==> config.mk <==
export PLATFORM = sky130hd
export DESIGN_NAME = rsp_router
export DESIGN_NICKNAME = d
export VERILOG_FILES = /design/src/rtl/arb_pkg.sv /design/src/rtl/id_fifo.sv /design/src/rtl/rsp_router.sv
export SDC_FILE = /design/constraint.sdc
export NUM_CORES = 1
export LEC_CHECK = 0
export BUFFER_PORTS_ARGS = -buffer_cell sky130_fd_sc_hd__buf_2
export CORE_UTILIZATION = 40
export CTS_CLUSTER_SIZE = 25
export DETAILED_ROUTE_END_ITERATION = 16
export GPL_TIMING_DRIVEN = 1
export HOLD_SLACK_MARGIN = 0.03
export MAX_ROUTING_LAYER = met4
export PLACE_DENSITY = 0.79
export SYNTH_ARGS = -nofsm -noshare
export SYNTH_HDL_FRONTEND = slang
export SYNTH_SLANG_ARGS = --single-unit
==> constraint.sdc <==
create_clock -name clk -period 4.2 [get_ports clk]
set_input_delay 0.21 -clock clk [delete_from_list [all_inputs] [get_ports clk]]
set_output_delay 0.21 -clock clk [all_outputs]
set_load 0.01 [all_outputs]
==> src/rtl/arb_pkg.sv <==
// Shared arbitration types: master ID width and the default master count.
// The round-robin arbiter's binary grant output uses the same ID type.
package arb_pkg;

   localparam int ARB_WIDTH     = 4;
   localparam int ARB_BIN_WIDTH = $clog2(ARB_WIDTH);

   typedef logic [ARB_BIN_WIDTH-1:0] mst_id_t;

endpackage

==> src/rtl/id_fifo.sv <==
// In-order FIFO of master IDs. Only the pointers and the count are reset.
// The storage is left unreset because the count alone decides which entries are valid.
// The caller must never push while full unless it also pops.
// The caller must never pop while empty.
module id_fifo #(
   parameter int Depth = 4,
   parameter int DataW = 2
) (
   input  logic                         clk,
   input  logic                         rst_n,
   input  logic                         push_i,
   input  logic                         pop_i,
   input  logic [DataW-1:0]             data_i,
   output logic [DataW-1:0]             data_o,
   output logic                         full_o,
   output logic                         empty_o,
   output logic [$clog2(Depth+1)-1:0]   count_o
);

   localparam int PtrW = $clog2(Depth);
   localparam int CntW = $clog2(Depth+1);

   logic [DataW-1:0] mem_q [Depth];
   logic [PtrW-1:0]  wr_ptr_q, wr_ptr_d;
   logic [PtrW-1:0]  rd_ptr_q, rd_ptr_d;
   logic [CntW-1:0]  count_q, count_d;

   // Next-state for the pointers and the occupancy count.
   always_comb begin
      wr_ptr_d = wr_ptr_q;
      rd_ptr_d = rd_ptr_q;
      count_d  = count_q;
      if (push_i) wr_ptr_d = wr_ptr_q + PtrW'(1);
      if (pop_i)  rd_ptr_d = rd_ptr_q + PtrW'(1);
      case ({push_i, pop_i})
         2'b10:   count_d = count_q + CntW'(1);
         2'b01:   count_d = count_q - CntW'(1);
         default: count_d = count_q;
      endcase
   end

   // Pointer and count registers.
   always_ff @(posedge clk or negedge rst_n) begin
      if (!rst_n) begin
         wr_ptr_q <= '0;
         rd_ptr_q <= '0;
         count_q  <= '0;
      end else begin
         wr_ptr_q <= wr_ptr_d;
         rd_ptr_q <= rd_ptr_d;
         count_q  <= count_d;
      end
   end

   // Storage write.
   always_ff @(posedge clk) begin
      if (push_i) mem_q[wr_ptr_q] <= data_i;
   end

   assign data_o  = mem_q[rd_ptr_q];
   assign full_o  = (count_q == CntW'(Depth));
   assign empty_o = (count_q == '0);
   assign count_o = count_q;

endmodule

==> src/rtl/rsp_router.sv <==
// Response-return demux. Records the grant ID of each accepted request.
// Steers every slave response back to the master at the head of the ID FIFO.
// Orphan responses are drained so that the slave never stalls.
module rsp_router
   import arb_pkg::*;
#(
   parameter int Width     = ARB_WIDTH,
   parameter int DataWidth = 32,
   parameter int Depth     = 4
) (
   input  logic                          clk,
   input  logic                          rst_n,
   input  logic                          req_fire_i,
   input  logic [$clog2(Width)-1:0]      req_id_i,
   output logic                          outstanding_full_o,
   input  logic                          rsp_valid_i,
   output logic                          rsp_ready_o,
   input  logic [DataWidth-1:0]          rsp_data_i,
   input  logic                          rsp_err_i,
   output logic [Width-1:0]              mst_rsp_valid_o,
   input  logic [Width-1:0]              mst_rsp_ready_i,
   output logic [DataWidth-1:0]          mst_rsp_data_o,
   output logic                          mst_rsp_err_o,
   output logic                          idle_o,
   output logic                          proto_err_o
);

   localparam int BinWidth = $clog2(Width);
   localparam int CntWidth = $clog2(Depth+1);

   logic [BinWidth-1:0] head_id;
   logic                fifo_full;
   logic                fifo_empty;
   logic [CntWidth-1:0] fifo_count;
   logic                push;
   logic                pop;
   logic                head_ok;
   logic                proto_err_q, proto_err_d;

   id_fifo #(
      .Depth (Depth),
      .DataW (BinWidth)
   ) u_id_fifo (
      .clk     (clk),
      .rst_n   (rst_n),
      .push_i  (push),
      .pop_i   (pop),
      .data_i  (req_id_i),
      .data_o  (head_id),
      .full_o  (fifo_full),
      .empty_o (fifo_empty),
      .count_o (fifo_count)
   );

   // Route the response to the head master. An empty FIFO, or a head ID with no matching master, drains the response.
   always_comb begin
      mst_rsp_valid_o = '0;
      rsp_ready_o     = 1'b1;
      head_ok         = 1'b0;
      if (!fifo_empty) begin
         for (int i = 0; i < Width; i++) begin
            if (head_id == BinWidth'(i)) begin
               head_ok            = 1'b1;
               mst_rsp_valid_o[i] = rsp_valid_i;
               rsp_ready_o        = mst_rsp_ready_i[i];
            end
         end
      end
   end

   // A pop frees its slot in the same cycle, so a push while full is accepted when it coincides with a pop.
   always_comb begin
      pop  = rsp_valid_i & rsp_ready_o & ~fifo_empty;
      push = req_fire_i & (~fifo_full | pop);
   end

   // Sticky error: orphan response, dropped request, or an out-of-range ID reaching the head.
   always_comb begin
      proto_err_d = proto_err_q
                  | (rsp_valid_i & fifo_empty)
                  | (req_fire_i & fifo_full & ~pop)
                  | (rsp_valid_i & ~fifo_empty & ~head_ok);
   end

   // Sticky error register.
   always_ff @(posedge clk or negedge rst_n) begin
      if (!rst_n) proto_err_q <= 1'b0;
      else        proto_err_q <= proto_err_d;
   end

   assign mst_rsp_data_o     = rsp_data_i;
   assign mst_rsp_err_o      = rsp_err_i;
   assign outstanding_full_o = (fifo_count == CntWidth'(Depth));
   assign idle_o             = (fifo_count == '0);
   assign proto_err_o        = proto_err_q;

endmodule

==> flow_summary.yaml <==
floorplanning:
  initial_core_util: 0.421
  fp.dieArea_um2: 3100
  rows: 19
  ios: 84
  core_um2: 2730
  die_x_um: 55.6
  die_h_um: 55.6
drt:
  ant_nets: 0
  drtIter0Drc: 14
  drc_errors: 0
  vias: 623
  wl_per_cell_um: 14.6
  routed_wl_um: 1820
  firstDrtPassIters: 5
  avgViaCountPerCell: 4.98
outcome:
  outcome: "finished clean"
place:
  gp_congestion: 0.721
  portBuffers: 17
  dp_hpwl_um: 1490
  dp.cells: 120
  placed_cell_area_um2: 1020
global_route:
  grt_max_degree: 10
  antenna_found_initial: 0
  grt_pass1_wl_um: 3140
  grt_pass1_vias: 659
  grt-ovfl-total: 0
  track_usage: 0.135
pwr:
  powerDensity_nw_per_um2: 673
  total_power_uw: 713
  irDropWorstVdd_v: 0.000341
  cellLeakagePower_uw: 0.000459
layout:
  fillCellCount: 263
  fin_area_um2: 1060
  area_growth_pct: -7.93
  layout-drive-gt1-share: 0.319
  finalNetCount: 143
  n_antenna_cell: 0
  final_cell_mix: "17 x buf_2, 10 x inv_1, 9 x nor2_1"
  final_common_cell: "buf_2"
  register_area_um2: 440
  final_cells: 125
  multi_input_area_um2: 422
critical_path:
  r2r-end: "u_id_fifo.count_o[1]"
  ff2ff_setup_slack_ns: 1.15
  reg2reg_depth: 7
  worstSetupPathType: "reg -> reg"
  critPathArrivalTime_ns: 3.26
  worst_setup_path_start_kind: "register"
  worstPathRequired_ns: 4.41
  reg2reg_from: "u_id_fifo.rd_ptr_q[0]"
  crit_path_end_kind: "register"
  cp_max_fo: 9
clock_tree:
  cts.clk_slew.worst_paths_ns: 0.09
  root_buffer: "clkbuf_4"
  cts_max_level: 1
  cts_resized: 0
  cts_tree: "done"
  clockBufferDepth: 2
  cts_buffers: 3
  cts_sinks: 16
  hold_buffers: 1
  worst_skew_pair.late_latency_ns: 0.28
  postCtsSetupRepairBufs: 0
timing:
  setup_tns_ns: 0
  max_freq_mhz: 328
  final-hold-violation-count: 0
  min_period_ns: 3.05
  relSlewSlack: 0.748
  slew_violations: 0
  rsz0062_at_grt: "false"
  worstMarginPinSlew_ns: 0.378
  finClkSkew_ns: 0.00613
  setup_viol: 0
  fin_crit_sh: 0.727
logic_synthesis:
  synth_top_area_share: 0.215
  yosysTopAreaCell: "buf_4"
  ys_top_cells_by_area: "buf_4 22%, edfxtp_1 21%, dfrtp_1 17%"
  synth_area_um2: 1150
  syn-num-nets: 154
  ys_warn_count: 0
  ys.flop_type: "edfxtp_1"
  ys_seq_elements: 16
  netlist_instances: 106
  synth-seq-area-share: 0.383
  synth-edff-count: 8
  postSynthAreaPerCell_um2: 10.9
  yosysUniqueCellTypes: 31
  synthArstFlopShare: 0.500
worst_hold_path:
  min_to: "u_id_fifo.mem_q[0][0]"
  hold-path-cell-count: 1
  hold_class: "in -> reg"
  hold_start: "req_id_i[0]"
run:
  drv_cap: 0
==> power breakdown <==
part | total [uW] | leakage (uW) | internal, uW | switching (uW)
Clock | 80.7 | 0.0000154 | 34.4 | 46.3
Combinational | 369 | 0.000279 | 180 | 189
Sequential | 264 | 0.000165 | 220 | 44.4
==> cell type report <==
cell class                      count  area share
Tap cell                           31      0.0366
Inverter                           10      0.0354
Clock buffer                        3      0.0213
Sequential cell                    16       0.416
Clock inverter                      1     0.00354
Multi-Input combinational cell     46       0.398
Timing Repair Buffer               18      0.0897
==> through the flow <==
| stage | util | hold slack, ns | worst slack [ns] |
|---|---|---|---|
| after CTS | 0.388 | 0.148 | 1.12 |
| final | 0.388 | 0.155 | 1.15 |
| after global routing | 0.388 | 0.142 | 0.982 |
| after floorplan | - | -0.0856 | 1.31 |
| after detailed placement | 0.374 | 0.0710 | 1.14 |
| after global placement | 0.374 | 0.0660 | 1.25 |
==> critical path, cell delays in order, from the launching register on <==
cell,delay (ns)
dfrtp_1,0.43
mux4_1,0.64
nand2b_1,0.24
o22ai_4,0.31
or2b_1,0.28
fa_1,0.46
or4b_4,0.55
o211ai_2,0.08
==> layer usage <==
metal,track usage,up-vias,part of all wire,wire [um]
li1,-,294,-,-
met1,0.132,272,0.34,613
met2,0.224,37,0.51,933
met3,0.0674,20,0.10,190
met4,0.0607,0,0.046,83
met5,-,-,0,0
==> cells in the mapped netlist, drive strengths merged, types with 2 or more instances <==
cell type	count
ha	4
edfxtp	8
mux2i	5
xnor2	4
mux4	2
mux2	2
nand2	4
inv	10
buf	33
nor2	9
dfrtp	8
==> how the worst max path moves through the flow <==
| stage | depth (start not counted) | start | to | slack, ns |
|---|---|---|---|---|
| after floorplan | 7 | u_id_fifo.rd_ptr_q[0] | u_id_fifo.count_o[1] | 1.31 |
| final | 7 | u_id_fifo.rd_ptr_q[0] | u_id_fifo.count_o[1] | 1.15 |
| after detailed placement | 7 | u_id_fifo.rd_ptr_q[0] | u_id_fifo.count_o[1] | 1.14 |
| after CTS | 7 | u_id_fifo.rd_ptr_q[0] | u_id_fifo.count_o[1] | 1.12 |
| after global placement | 7 | u_id_fifo.rd_ptr_q[0] | u_id_fifo.count_o[1] | 1.25 |
| after global routing | 7 | u_id_fifo.rd_ptr_q[0] | u_id_fifo.count_o[1] | 0.98 |
==> flip-flops by register name, summed over array words and instances (netlist names) <==
register            flops
u_id_fifo.wr_ptr_q      2
proto_err_o             1
u_id_fifo.rd_ptr_q      2
u_id_fifo.count_o       3
u_id_fifo.mem_q         8
==> kinds of logic after synthesis <==
group | after synthesis | share of synthesized area
adders and majority gates | 5 | 0.0609
muxes | 9 | 0.112
and+or+nand+nor | 21 | 0.0935
DFF | 16 | 0.383
AOI/OAI and AO/OA | 6 | 0.0620
xor gates and xnor gates | 5 | 0.0380
buffers and inverters | 44 | 0.251
Note: power is estimated with default switching activity, not from simulation.
